**src/rtl/posi_mpm_rate_est_pkg.sv**
```systemverilog
// Shared constants for the intra-mode rate estimator: PU sizes, special modes, bit costs, lambda table.
// Pure definitions; no latency and no flow control.
package posi_mpm_rate_est_pkg;

   typedef enum logic [1:0] {
      SIZE_04 = 2'd0,
      SIZE_08 = 2'd1,
      SIZE_16 = 2'd2,
      SIZE_32 = 2'd3
   } pu_size_e;

   localparam logic [5:0] INVALID_MODE = 6'h3F;
   localparam logic [5:0] MODE_PLANAR  = 6'd0;
   localparam logic [5:0] MODE_DC      = 6'd1;
   localparam logic [5:0] MODE_VER     = 6'd26;
   localparam logic [5:0] MODE_MAX     = 6'd34;

   localparam logic [2:0] BITS_IDX0 = 3'd2;
   localparam logic [2:0] BITS_IDX1 = 3'd3;
   localparam logic [2:0] BITS_IDX2 = 3'd3;
   localparam logic [2:0] BITS_MISS = 3'd6;
   localparam logic [1:0] IDX_MISS  = 2'd3;

   // round(2^((qp-12)/6)), floored at 1 for low QP; out-of-range QP yields 0
   function automatic logic [6:0] lambda_of_qp(input logic [5:0] qp);
      logic [6:0] l;
      if (qp <= 6'd15) begin
         l = 7'd1;
      end else begin
         case (qp)
            6'd16, 6'd17, 6'd18, 6'd19: l = 7'd2;
            6'd20, 6'd21, 6'd22:        l = 7'd3;
            6'd23, 6'd24, 6'd25:        l = 7'd4;
            6'd26:                      l = 7'd5;
            6'd27, 6'd28:               l = 7'd6;
            6'd29:                      l = 7'd7;
            6'd30:                      l = 7'd8;
            6'd31:                      l = 7'd9;
            6'd32:                      l = 7'd10;
            6'd33:                      l = 7'd11;
            6'd34:                      l = 7'd13;
            6'd35:                      l = 7'd14;
            6'd36:                      l = 7'd16;
            6'd37:                      l = 7'd18;
            6'd38:                      l = 7'd20;
            6'd39:                      l = 7'd23;
            6'd40:                      l = 7'd25;
            6'd41:                      l = 7'd29;
            6'd42:                      l = 7'd32;
            6'd43:                      l = 7'd36;
            6'd44:                      l = 7'd40;
            6'd45:                      l = 7'd45;
            6'd46:                      l = 7'd51;
            6'd47:                      l = 7'd57;
            6'd48:                      l = 7'd64;
            6'd49:                      l = 7'd72;
            6'd50:                      l = 7'd81;
            6'd51:                      l = 7'd91;
            default:                    l = 7'd0;
         endcase
      end
      return l;
   endfunction

endpackage

```
**src/rtl/posi_mpm_rate_est_if.sv**
```systemverilog
// Request/commit/result bundle between the mode-cost engine, the rate estimator and the RD compare.
// No handshake: requests and commits are strobes, results appear two cycles after a request.
interface posi_mpm_rate_est_if #(
   parameter int LCU_LOG2 = 6,
   parameter int MODE_W   = 6,
   parameter int RATE_W   = 13
);
   localparam int POS_W = 2 * (LCU_LOG2 - 2);

   logic [5:0]        qp_i;
   logic              lcu_start_i;
   logic              lcu_x_first_i;
   logic              req_valid_i;
   logic [MODE_W-1:0] req_mode_i;
   logic [1:0]        req_size_i;
   logic [POS_W-1:0]  req_pos_i;
   logic              cmt_valid_i;
   logic [MODE_W-1:0] cmt_mode_i;
   logic [1:0]        cmt_size_i;
   logic [POS_W-1:0]  cmt_pos_i;
   logic              rate_valid_o;
   logic [1:0]        mpm_idx_o;
   logic [RATE_W-1:0] bitrate_o;

   modport master (
      output qp_i, lcu_start_i, lcu_x_first_i,
      output req_valid_i, req_mode_i, req_size_i, req_pos_i,
      output cmt_valid_i, cmt_mode_i, cmt_size_i, cmt_pos_i,
      input  rate_valid_o, mpm_idx_o, bitrate_o
   );

   modport slave (
      input  qp_i, lcu_start_i, lcu_x_first_i,
      input  req_valid_i, req_mode_i, req_size_i, req_pos_i,
      input  cmt_valid_i, cmt_mode_i, cmt_size_i, cmt_pos_i,
      output rate_valid_o, mpm_idx_o, bitrate_o
   );

endinterface

```
**src/rtl/posi_mpm_rate_est_mpm.sv**
```systemverilog
// HEVC 3-entry MPM list from left (A) and top (B) neighbour modes; INVALID must already be mapped to DC.
// Purely combinational, no flow control.
module posi_mpm_derive #(
   parameter int MODE_W = 6
) (
   input  logic [MODE_W-1:0] a,
   input  logic [MODE_W-1:0] b,
   output logic [MODE_W-1:0] mpm0,
   output logic [MODE_W-1:0] mpm1,
   output logic [MODE_W-1:0] mpm2
);
   import posi_mpm_rate_est_pkg::*;

   localparam logic [MODE_W-1:0] PLANAR = MODE_W'(MODE_PLANAR);
   localparam logic [MODE_W-1:0] DC     = MODE_W'(MODE_DC);
   localparam logic [MODE_W-1:0] VER    = MODE_W'(MODE_VER);

   logic [4:0] a_p29;
   logic [4:0] a_m1;

   // angular neighbours wrap modulo 32 inside the 2..33 angular range
   assign a_p29 = a[4:0] + 5'd29;
   assign a_m1  = a[4:0] - 5'd1;

   always_comb begin
      mpm0 = a;
      mpm1 = b;
      mpm2 = PLANAR;
      if (a == b) begin
         if (a < MODE_W'(2)) begin
            mpm0 = PLANAR;
            mpm1 = DC;
            mpm2 = VER;
         end else begin
            mpm1 = MODE_W'(2) + MODE_W'(a_p29);
            mpm2 = MODE_W'(2) + MODE_W'(a_m1);
         end
      end else if (a != PLANAR && b != PLANAR) begin
         mpm2 = PLANAR;
      end else if (a != DC && b != DC) begin
         mpm2 = DC;
      end else begin
         mpm2 = VER;
      end
   end

endmodule

```
**src/rtl/posi_mpm_rate_est.sv**
```systemverilog
// Lambda-weighted intra mode bits from MPM membership using 4x4-granular neighbour buffers.
// Latency 2 cycles, one request per cycle, no backpressure.
module posi_mpm_rate_est #(
   parameter int LCU_LOG2 = 6,
   parameter int MODE_W   = 6,
   parameter int RATE_W   = 13
) (
   input  logic                  clk,
   input  logic                  rstn,
   posi_mpm_rate_est_if.slave    bus
);
   import posi_mpm_rate_est_pkg::*;

   localparam int XW    = LCU_LOG2 - 2;
   localparam int N4    = 1 << XW;
   localparam int POS_W = 2 * XW;

   localparam logic [MODE_W-1:0] INV = MODE_W'(INVALID_MODE);
   localparam logic [MODE_W-1:0] DC  = MODE_W'(MODE_DC);

   function automatic logic [POS_W-1:0] align_pos(input logic [POS_W-1:0] pos, input logic [1:0] size);
      logic [POS_W-1:0] low;
      low = (POS_W'(1) << {size, 1'b0}) - POS_W'(1);
      return pos & ~low;
   endfunction

   // z-scan de-interleave: even pos bits form x, odd pos bits form y
   function automatic logic [XW-1:0] pick(input logic [POS_W-1:0] pos, input int odd);
      logic [XW-1:0] r;
      for (int i = 0; i < XW; i++) r[i] = pos[2*i + odd];
      return r;
   endfunction

   logic [MODE_W-1:0] top_buf [N4];
   logic [MODE_W-1:0] lft_buf [N4];

   logic [XW-1:0]     req_x, req_y, cmt_x, cmt_y;
   logic [MODE_W-1:0] lft_rd, top_rd, nb_a, nb_b;
   logic [MODE_W-1:0] mpm0, mpm1, mpm2;
   logic [1:0]        hit_idx;
   logic [2:0]        hit_bits;
   logic [N4-1:0]     top_wr, lft_wr;

   logic              s1_vld;
   logic [1:0]        s1_idx;
   logic [2:0]        s1_bits;
   logic [6:0]        s1_lambda;
   logic [9:0]        prod;

   assign req_x = pick(align_pos(bus.req_pos_i, bus.req_size_i), 0);
   assign req_y = pick(align_pos(bus.req_pos_i, bus.req_size_i), 1);
   assign cmt_x = pick(align_pos(bus.cmt_pos_i, bus.cmt_size_i), 0);
   assign cmt_y = pick(align_pos(bus.cmt_pos_i, bus.cmt_size_i), 1);

   // the above-LCU row is not buffered and always counts as DC
   always_comb begin
      lft_rd = lft_buf[req_y];
      top_rd = top_buf[req_x];
      nb_a   = (lft_rd == INV) ? DC : lft_rd;
      nb_b   = (req_y == '0 || top_rd == INV) ? DC : top_rd;
   end

   posi_mpm_derive #(.MODE_W(MODE_W)) u_derive (
      .a    (nb_a),
      .b    (nb_b),
      .mpm0 (mpm0),
      .mpm1 (mpm1),
      .mpm2 (mpm2)
   );

   always_comb begin
      hit_idx  = IDX_MISS;
      hit_bits = BITS_MISS;
      if (bus.req_mode_i <= MODE_W'(MODE_MAX)) begin
         if (bus.req_mode_i == mpm0) begin
            hit_idx  = 2'd0;
            hit_bits = BITS_IDX0;
         end else if (bus.req_mode_i == mpm1) begin
            hit_idx  = 2'd1;
            hit_bits = BITS_IDX1;
         end else if (bus.req_mode_i == mpm2) begin
            hit_idx  = 2'd2;
            hit_bits = BITS_IDX2;
         end
      end
   end

   // span compares in int so edges past N4-1 simply never match
   always_comb begin
      int span;
      span = 1 << bus.cmt_size_i;
      for (int i = 0; i < N4; i++) begin
         top_wr[i] = (i >= int'(cmt_x)) && (i < int'(cmt_x) + span);
         lft_wr[i] = (i >= int'(cmt_y)) && (i < int'(cmt_y) + span);
      end
   end

   // commit is written after the LCU clear so a same-cycle commit survives
   always_ff @(posedge clk or negedge rstn) begin
      if (!rstn) begin
         for (int i = 0; i < N4; i++) begin
            top_buf[i] <= INV;
            lft_buf[i] <= INV;
         end
      end else begin
         for (int i = 0; i < N4; i++) begin
            if (bus.lcu_start_i)                      top_buf[i] <= INV;
            if (bus.lcu_start_i && bus.lcu_x_first_i) lft_buf[i] <= INV;
            if (bus.cmt_valid_i && top_wr[i])         top_buf[i] <= bus.cmt_mode_i;
            if (bus.cmt_valid_i && lft_wr[i])         lft_buf[i] <= bus.cmt_mode_i;
         end
      end
   end

   always_ff @(posedge clk or negedge rstn) begin
      if (!rstn) begin
         s1_vld    <= 1'b0;
         s1_idx    <= IDX_MISS;
         s1_bits   <= '0;
         s1_lambda <= '0;
      end else begin
         s1_vld <= bus.req_valid_i;
         if (bus.req_valid_i) begin
            s1_idx    <= hit_idx;
            s1_bits   <= hit_bits;
            s1_lambda <= lambda_of_qp(bus.qp_i);
         end
      end
   end

   assign prod = {3'b000, s1_lambda} * {7'b0000000, s1_bits};

   always_ff @(posedge clk or negedge rstn) begin
      if (!rstn) begin
         bus.rate_valid_o <= 1'b0;
         bus.mpm_idx_o    <= IDX_MISS;
         bus.bitrate_o    <= '0;
      end else begin
         bus.rate_valid_o <= s1_vld;
         if (s1_vld) begin
            bus.mpm_idx_o <= s1_idx;
            bus.bitrate_o <= RATE_W'(prod);
         end
      end
   end

endmodule

```
**src/flat_wrapper.sv**
```systemverilog
// flat-port wrapper written by rule: the top's interface ports become plain ports
module posi_mpm_rate_est_flat import posi_mpm_rate_est_pkg::*;
#(
   parameter int LCU_LOG2 = 6,
   parameter int MODE_W   = 6,
   parameter int RATE_W   = 13
)
  (clk, rstn, bus_qp_i, bus_lcu_start_i, bus_lcu_x_first_i, bus_req_valid_i, bus_req_mode_i, bus_req_size_i, bus_req_pos_i, bus_cmt_valid_i, bus_cmt_mode_i, bus_cmt_size_i, bus_cmt_pos_i, bus_rate_valid_o, bus_mpm_idx_o, bus_bitrate_o);
  posi_mpm_rate_est_if #(.LCU_LOG2(LCU_LOG2), .MODE_W(MODE_W), .RATE_W(RATE_W)) bus_i ();
  input  logic clk;
  input  logic rstn;
  input wire logic [$bits(bus_i.qp_i)-1:0] bus_qp_i;
  input wire logic [$bits(bus_i.lcu_start_i)-1:0] bus_lcu_start_i;
  input wire logic [$bits(bus_i.lcu_x_first_i)-1:0] bus_lcu_x_first_i;
  input wire logic [$bits(bus_i.req_valid_i)-1:0] bus_req_valid_i;
  input wire logic [$bits(bus_i.req_mode_i)-1:0] bus_req_mode_i;
  input wire logic [$bits(bus_i.req_size_i)-1:0] bus_req_size_i;
  input wire logic [$bits(bus_i.req_pos_i)-1:0] bus_req_pos_i;
  input wire logic [$bits(bus_i.cmt_valid_i)-1:0] bus_cmt_valid_i;
  input wire logic [$bits(bus_i.cmt_mode_i)-1:0] bus_cmt_mode_i;
  input wire logic [$bits(bus_i.cmt_size_i)-1:0] bus_cmt_size_i;
  input wire logic [$bits(bus_i.cmt_pos_i)-1:0] bus_cmt_pos_i;
  output wire logic [$bits(bus_i.rate_valid_o)-1:0] bus_rate_valid_o;
  output wire logic [$bits(bus_i.mpm_idx_o)-1:0] bus_mpm_idx_o;
  output wire logic [$bits(bus_i.bitrate_o)-1:0] bus_bitrate_o;
  assign bus_i.qp_i = bus_qp_i;
  assign bus_i.lcu_start_i = bus_lcu_start_i;
  assign bus_i.lcu_x_first_i = bus_lcu_x_first_i;
  assign bus_i.req_valid_i = bus_req_valid_i;
  assign bus_i.req_mode_i = bus_req_mode_i;
  assign bus_i.req_size_i = bus_req_size_i;
  assign bus_i.req_pos_i = bus_req_pos_i;
  assign bus_i.cmt_valid_i = bus_cmt_valid_i;
  assign bus_i.cmt_mode_i = bus_cmt_mode_i;
  assign bus_i.cmt_size_i = bus_cmt_size_i;
  assign bus_i.cmt_pos_i = bus_cmt_pos_i;
  assign bus_rate_valid_o = bus_i.rate_valid_o;
  assign bus_mpm_idx_o = bus_i.mpm_idx_o;
  assign bus_bitrate_o = bus_i.bitrate_o;
  posi_mpm_rate_est #(.LCU_LOG2(LCU_LOG2), .MODE_W(MODE_W), .RATE_W(RATE_W)) u_core (.clk(clk), .rstn(rstn), .bus(bus_i));
endmodule
```
**config.mk**
```make
export PLATFORM = sky130hd
export DESIGN_NAME = posi_mpm_rate_est_flat
export DESIGN_NICKNAME = d
export VERILOG_FILES = /design/src/rtl/posi_mpm_rate_est_pkg.sv /design/src/rtl/posi_mpm_rate_est_if.sv /design/src/rtl/posi_mpm_rate_est_mpm.sv /design/src/rtl/posi_mpm_rate_est.sv /design/src/flat_wrapper.sv
export SDC_FILE = /design/constraint.sdc
export NUM_CORES = 1
export LEC_CHECK = 0
export ABC_AREA = 1
export CAP_MARGIN = 25
export CORE_ASPECT_RATIO = 1.25
export CORE_MARGIN = 2
export CORE_UTILIZATION = 44
export CTS_BUF_LIST = sky130_fd_sc_hd__clkbuf_2
export DETAILED_ROUTE_END_ITERATION = 6
export DONT_BUFFER_PORTS = 1
export PLACE_DENSITY = 0.56
export SYNTH_ARGS = -nofsm -noshare
export SYNTH_HDL_FRONTEND = slang
export SYNTH_SLANG_ARGS = --single-unit
```
**constraint.sdc**
```tcl
create_clock -name clk -period 4.4 [get_ports clk]
set_input_delay 0.66 -clock clk [delete_from_list [all_inputs] [get_ports clk]]
set_output_delay 0.66 -clock clk [all_outputs]
set_load 0.02 [all_outputs]
```
==> results.cfg, run 1 <==
[run_status]
outcome = complete, but fails checks
failed_checks = DRC, hold timing

[critical_path]
worst_ep_arrival_time_ps = 4910
critPathBufInv = 8
cpPeakStageDelay_ps = 570
rrSetupSlack_ps = 1020
crit_family = buffers and inverters
cp-start-kind = primary input
r2r-start = u_core.lft_buf[73]$_DFFE_PN1P_
r2r_end = u_core.s1_bits[0]$_DFFE_PN0P_
cp_data_required_time_ps = 5280
crit_chain = inv_1 > nor2_1 > inv_1 > ha_1 > nand2_1 > inv_1 > ha_1 > nand3_1 > nand3_1 > xor2_1 > inv_1 > nor2_1 > clkinv_1 > nand3_1 > nor2_1 > inv_1 > nor2_1 > dlygate4sd3_1 > nor2_1 > dlygate4sd3_1
r2r_cells = 27
cp_max_fo = 9
cpMaxStageDelayCell = dlygate4sd3_1
cp-end-kind = register
path_class = primary input to register

[place]
hpwl_um = 30300
place.gp.congestion = 0.912
numPortBuffers = 0
place_worst_setup_slack_ps = 166

[grt]
grt_max_degree = 219
grt-ovfl-total = 0
grt_pass1_vias = 13400
antenna_found_initial = 2
gr-usage-all-layers = 0.274
grt_pass1_wl_um = 71400

[pwr]
intPower_w = 0.00368
p_switching_w = 0.00218
powerDensity_nw_per_um2 = 380
comb_power_share = 0.282
peakVddDrop_mv = 0.241
p_clk_frac = 0.271
p_leak_nw = 8.19
seq_power_share = 0.447
netSwitchingFraction = 0.372

[timing]
max_freq_ghz = 0.248
skew_ps = 54.6
fin_ws_ps = 364
worst_pin_slew_ps = 718
setup_tns_ps = 0
max_slew_margin = 0.519
period_minus_slack_ps = 4040
rsz0062_at_grt = no
slew_viol_final = 0
timing.hold.ws_ps = -511
hold_violations = 218
setup_viol = 0
timing.final.crit_share = 0.917

[floorplan]
chipHeight_um = 203
placeableCoreArea_um2 = 31000
dieWidth_um = 163
start_util = 0.449
io_pins = 60
rows = 72
die_area_um2 = 33000

[detailed_routing]
vias = 13400
totalWireLength_um = 44200
ant_nets = 0
avgViaCountPerCell = 5.34
post_drt_wl_per_cell_um = 17.7
drt-initial-drc-count = 926
drc = 7
drt_pass1_iterations = 7

[logic_synthesis]
seq_area_frac_synth = 0.410
synthCells = 1983
ys_types = 46
synth.avg_cell_area_um2 = 7.01
synth-edff-count = 0
netlist_area_um2 = 13900
synth-seq-cells = 218
yosys_warnings = 0
synth_ff_type = dfstp_2
ys_async_sr_fraction = 1.00

[final_layout]
area_delta_synth_final_pct = 10.9
drive_above_1_share = 0.183
nets = 2122

[clock_tree]
cts.sinks = 218
cts_tree = done
cts_buffers = 60
cts_resized = 0
path_clk_slew_ps = 100
cts_max_level = 2
clk_latency_ps = 930
clk_path_buf_depth = 3
cts.hold.buffers_added = 31
cts_setup_buffers = 0
root_buffer = clkbuf_2

[worst_hold_path]
worstHoldPathType = primary input to asynchronous set/reset pin

[run]
cap_violations = 0
flip-flops by register name (all words and copies together), names as in the netlist:
register                 flops
u_core.lft_buf              96
u_core.top_buf              96
u_core.bus.bitrate_o        10
u_core.s1_lambda             7
u_core.s1_bits               3
u_core.bus.mpm_idx_o         2
u_core.s1_idx                2
u_core.bus.rate_valid_o      1
u_core.s1_vld                1
layer usage:
metal  routed length [um]  global-route usage
met5                    0                   0
met4                 1960               0.130
met3                 1990              0.0433
met2                22300               0.485
met1                18000               0.321
placed cells by master, fill, tap and decap left out, types with 3 or more instances in the layout:
master and instances:
o21ai_1 5, o211ai_1 3, nand4_1 18, buf_4 44
a221oi_1 3, or2_2 5, o22a_1 18, inv_2 9
inv_1 266, conb_1 3, nand3_2 4, o21ai_0 38
clkinv_1 18, fa_1 7, nor2_4 5, dfstp_2 196
buf_12 12, o21bai_1 3, clkbuf_2 90, xor2_1 7
clkinv_2 3, o2111ai_1 4, a21oi_1 153, nor3_1 48
o31ai_1 4, nor2_1 318, dfrtp_1 22, a31oi_1 9
nand2_1 379, nand2_2 8, nand3_1 323, ha_1 26
dlygate4sd3_1 24
cells by family (layout without fill, tap and decap cells):
kind of cell | count (synthesis) | after routing | share of synthesized area
AOI/OAI and AO/OA | 249 | 249 | 0.101
xor gates and xnor gates | 8 | 8 | 0.00504
adders and majority gates | 33 | 33 | 0.0335
buffers and inverters | 359 | 468 | 0.104
DFF | 218 | 218 | 0.410
other | 1 | 5 | 0.000270
and+or+nand+nor | 1115 | 1115 | 0.347
cell usage after synthesis, drive strengths merged, types with 2 or more instances:
| cell type | n | area share |
|---|---|---|
| ha | 26 | 0.023 |
| nand3 | 327 | 0.12 |
| o21ai | 44 | 0.016 |
| nand4 | 18 | 0.0081 |
| buf | 29 | 0.015 |
| xor2 | 7 | 0.0044 |
| fa | 7 | 0.010 |
| a21oi | 153 | 0.055 |
| o31ai | 4 | 0.0022 |
| o21bai | 3 | 0.0016 |
| o211ai | 3 | 0.0016 |
| nand2 | 389 | 0.11 |
| nor3 | 48 | 0.017 |
| a31oi | 9 | 0.0040 |
| o22a | 18 | 0.011 |
| dfrtp | 22 | 0.040 |
| clkinv | 3 | 0.00081 |
| o221ai | 2 | 0.0013 |
| a221oi | 3 | 0.0019 |
| o2111ai | 4 | 0.0025 |
| o22ai | 2 | 0.00090 |
| dfstp | 196 | 0.37 |
| inv | 274 | 0.074 |
| or2 | 5 | 0.0023 |
| nor2 | 325 | 0.091 |
| clkbuf | 53 | 0.014 |
power by group through the flow:
stage / logic (W) / registers [W] / clock network, W
after floorplan: 0.00119 / 0.00257 / 0
after global placement: 0.00153 / 0.00264 / 0
after detailed placement: 0.00155 / 0.00265 / 0
after CTS: 0.00165 / 0.00262 / 0.00165
after global routing: 0.00188 / 0.00265 / 0.00174
final: 0.00166 / 0.00262 / 0.00159
area by class of cell:
cell class | count | area (um^2)
antenna | 2 | 5.00
clock buffer | 90 | 450
clock inverter | 21 | 135
fill | 3237 | 15600
inverter | 277 | 1040
multi-input combinational | 1408 | 6770
sequential | 218 | 5700
tap | 407 | 509
timing repair buffer | 80 | 811
per-stage QoR:
stage           util  std cells  instance area, um^2  total power (W)
4_1_cts        0.497       2501                15400          0.00591
5_1_grt        0.497       2502                15400          0.00626
2_1_floorplan      -       1985                13900          0.00376
3_3_place_gp   0.466       2359                14400          0.00418
6_report       0.498       2503                15400          0.00586
3_5_place_dp   0.466       2359                14400          0.00420
how the worst max path moves through the flow:
stage	from	cells after the start	end	slack (ps)
2_1_floorplan	bus_req_size_i[1]	35	u_core.s1_bits[2]$_DFFE_PN0P_	20
3_3_place_gp	bus_req_size_i[1]	24	u_core.s1_bits[2]$_DFFE_PN0P_	210
3_5_place_dp	bus_req_size_i[1]	34	u_core.s1_idx[0]$_DFFE_PN1P_	170
4_1_cts	bus_cmt_size_i[0]	20	u_core.top_buf[26]$_DFFE_PN1P_	550
5_1_grt	bus_cmt_size_i[0]	20	u_core.top_buf[29]$_DFFE_PN1P_	7
6_report	bus_cmt_size_i[0]	20	u_core.top_buf[29]$_DFFE_PN1P_	360
Power figures use the tool's default switching activity.
==> run 2, diff against run 1 <==
--- a/config.mk
+++ b/config.mk
@@ -13,7 +13,7 @@
 export CTS_BUF_LIST = sky130_fd_sc_hd__clkbuf_2
 export DETAILED_ROUTE_END_ITERATION = 6
 export DONT_BUFFER_PORTS = 1
-export PLACE_DENSITY = 0.56
+export PLACE_DENSITY = 0.58
 export SYNTH_ARGS = -nofsm -noshare
 export SYNTH_HDL_FRONTEND = slang
 export SYNTH_SLANG_ARGS = --single-unit
==> constraint.sdc (replaced) <==
create_clock -name clk -period 3.5 [get_ports clk]
set_input_delay 0.525 -clock clk [delete_from_list [all_inputs] [get_ports clk]]
set_output_delay 0.525 -clock clk [all_outputs]
set_load 0.02 [all_outputs]
==> run 2 against run 1 <==
Net effect:
- the run ends with hold timing left
- worst setup slack got worse by 6.5 ps
- register-to-register slack got worse by 660 ps
- non-clock buffer count rose by 75
- combinational power rose by 39%
- critical path depth rose by 9
- utilization rose by 2.5 points
- via count rose by 1.5%
- sequential power rose by 24%
- clock power rose by 28%
- critical path type is now register to register
- largest power group unchanged
==> results.cfg, run 2 (synthesis gave the netlist of run 1 again) <==
[pwr]
seq_power_share = 0.428
netSwitchingFraction = 0.365
p_clk_frac = 0.268
p_leak_nw = 8.56
comb_power_share = 0.304
powerDensity_nw_per_um2 = 471
total_power_w = 0.00762
p_switching_w = 0.00278
peakVddDrop_mv = 0.303
intPower_w = 0.00484

[place]
place.gp.congestion = 0.890
place_worst_setup_slack_ps = -316
numPortBuffers = 0
hpwl_um = 29900

[clock_tree]
cts_tree = done
cts.sinks = 218
clk_latency_ps = 930
path_clk_slew_ps = 140
root_buffer = clkbuf_2
cts_setup_buffers = 0
cts_max_level = 2
cts.hold.buffers_added = 49
clk_path_buf_depth = 3
cts_buffers = 60
cts_resized = 0

[detailed_routing]
vias = 13600
post_drt_wl_per_cell_um = 16.9
avgViaCountPerCell = 5.28
drt-initial-drc-count = 932
drt_pass1_iterations = 6
drc = 0
ant_nets = 0
totalWireLength_um = 43600

[final_layout]
final_cell_mix = 376 x nand2_1, 317 x nor2_1, 312 x nand3_1, 263 x inv_1, 196 x dfstp_2
nets = 2197
drive_above_1_share = 0.213
top_regs = u_core.lft_buf: 96 flops, u_core.top_buf: 96 flops, u_core.bus.bitrate_o: 10 flops
area_delta_synth_final_pct = 16.5
layout_commonest_cell = nand2_1

[grt]
grt_use_met1 = 0.354
grt_pass1_wl_um = 70800
grt_pass1_vias = 13300
grt-ovfl-total = 0
antenna_found_initial = 1
globalRouteMet3Util = 0.0462
gr-usage-all-layers = 0.270
grt_max_degree = 219
busiest_layer = met2
met2_usage = 0.449

[floorplan]
die_area_um2 = 33000
chipHeight_um = 203
io_pins = 60
dieWidth_um = 163
placeableCoreArea_um2 = 31000
rows = 72
start_util = 0.449

[critical_path]
cp_data_required_time_ps = 4360
path_class = register to register
cpMaxStageDelayCell = dfstp_2
rrSetupSlack_ps = 360
cpPeakStageDelay_ps = 530
cp-start-kind = register
cp-end-kind = register
worst_ep_arrival_time_ps = 4000
crit_top_cell = nand2_1
cp_max_fo = 4

[timing]
worst_pin_slew_ps = 639
skew_ps = 59.5
slew_viol_final = 0
rsz0062_at_grt = no
hold_violations = 218
timing.final.crit_share = 0.898
setup_viol = 0
max_freq_ghz = 0.318
max_slew_margin = 0.574
fin_ws_ps = 358
timing.hold.ws_ps = -727
period_minus_slack_ps = 3140

[run]
cap_violations = 0

[worst_hold_path]
worstHoldPathType = primary input to asynchronous set/reset pin

[run_status]
outcome = complete, but fails checks
failed_checks = hold timing
-- run 2: changes by cell type in the layout (fill, tap and decap cells not counted), moves of 4 or more --
cell and delta:
clkbuf_2 -6, nand3_1 -11, ha_1 -4, dlygate4sd3_1 +18
buf_4 +54, nand3_2 +11
-- run 2: metal layers --
metal / vias to the layer above / wire length, um
met5: - / 0
met4: 0 / 1240
met3: 85 / 2600
met2: 424 / 20900
met1: 6356 / 18800
li1: 6706 / -
-- run 2: area by class of cell --
type / instances / area, um^2
multi-input combinational: 1408 / 6880
timing repair buffer: 155 / 1440
sequential: 218 / 5700
tap: 407 / 509
clock inverter: 22 / 173
clock buffer: 84 / 420
antenna: 1 / 2.50
inverter: 277 / 1060
fill: 3157 / 14800
-- run 2: worst paths after layout --
kind	startpoint	endpoint	depth (start not counted)
worst max register to register	u_core.lft_buf[12]$_DFFE_PN1P_	u_core.s1_bits[0]$_DFFE_PN0P_	29
worst min register to register	u_core.lft_buf[68]$_DFFE_PN1P_	u_core.lft_buf[68]$_DFFE_PN1P_	2
worst max-delay path	u_core.lft_buf[12]$_DFFE_PN1P_	u_core.s1_bits[0]$_DFFE_PN0P_	29
max in group asynchronous	rstn	u_core.top_buf[68]$_DFFE_PN1P_	0
min in group clk	bus_req_mode_i[2]	u_core.s1_bits[2]$_DFFE_PN0P_	8
worst min-delay path	rstn	u_core.s1_lambda[4]$_DFFE_PN0P_	0
-- run 2: stage by stage --
| stage | utilization | hold slack (ps) | TNS, ps | cell area, um^2 | std cells |
|---|---|---|---|---|---|
| after floorplan | - | 229 | -881 | 14100 | 1985 |
| after global placement | 0.485 | 245 | -981 | 15000 | 2415 |
| after detailed placement | 0.485 | 246 | -1150 | 15000 | 2415 |
| after CTS | 0.522 | -842 | 0 | 16200 | 2570 |
| after global routing | 0.522 | -843 | 0 | 16200 | 2572 |
| final | 0.522 | -727 | 0 | 16200 | 2572 |
-- run 2: worst max-delay path, delay by kind of cell (launching register included) --
family	cells	cell delay, ps
AOI/OAI and AO/OA	1	100
adders and majority gates	2	320
buffers and inverters	5	220
DFF	1	530
and+or+nand+nor	21	1880
-- run 2: power groups by stage --
stage,clock network (W),registers [W],logic [W]
after floorplan,0,0.00323,0.00154
after global routing,0.00227,0.00330,0.00262
final,0.00204,0.00326,0.00231
after detailed placement,0,0.00330,0.00217
after global placement,0,0.00329,0.00214
after CTS,0.00213,0.00326,0.00231
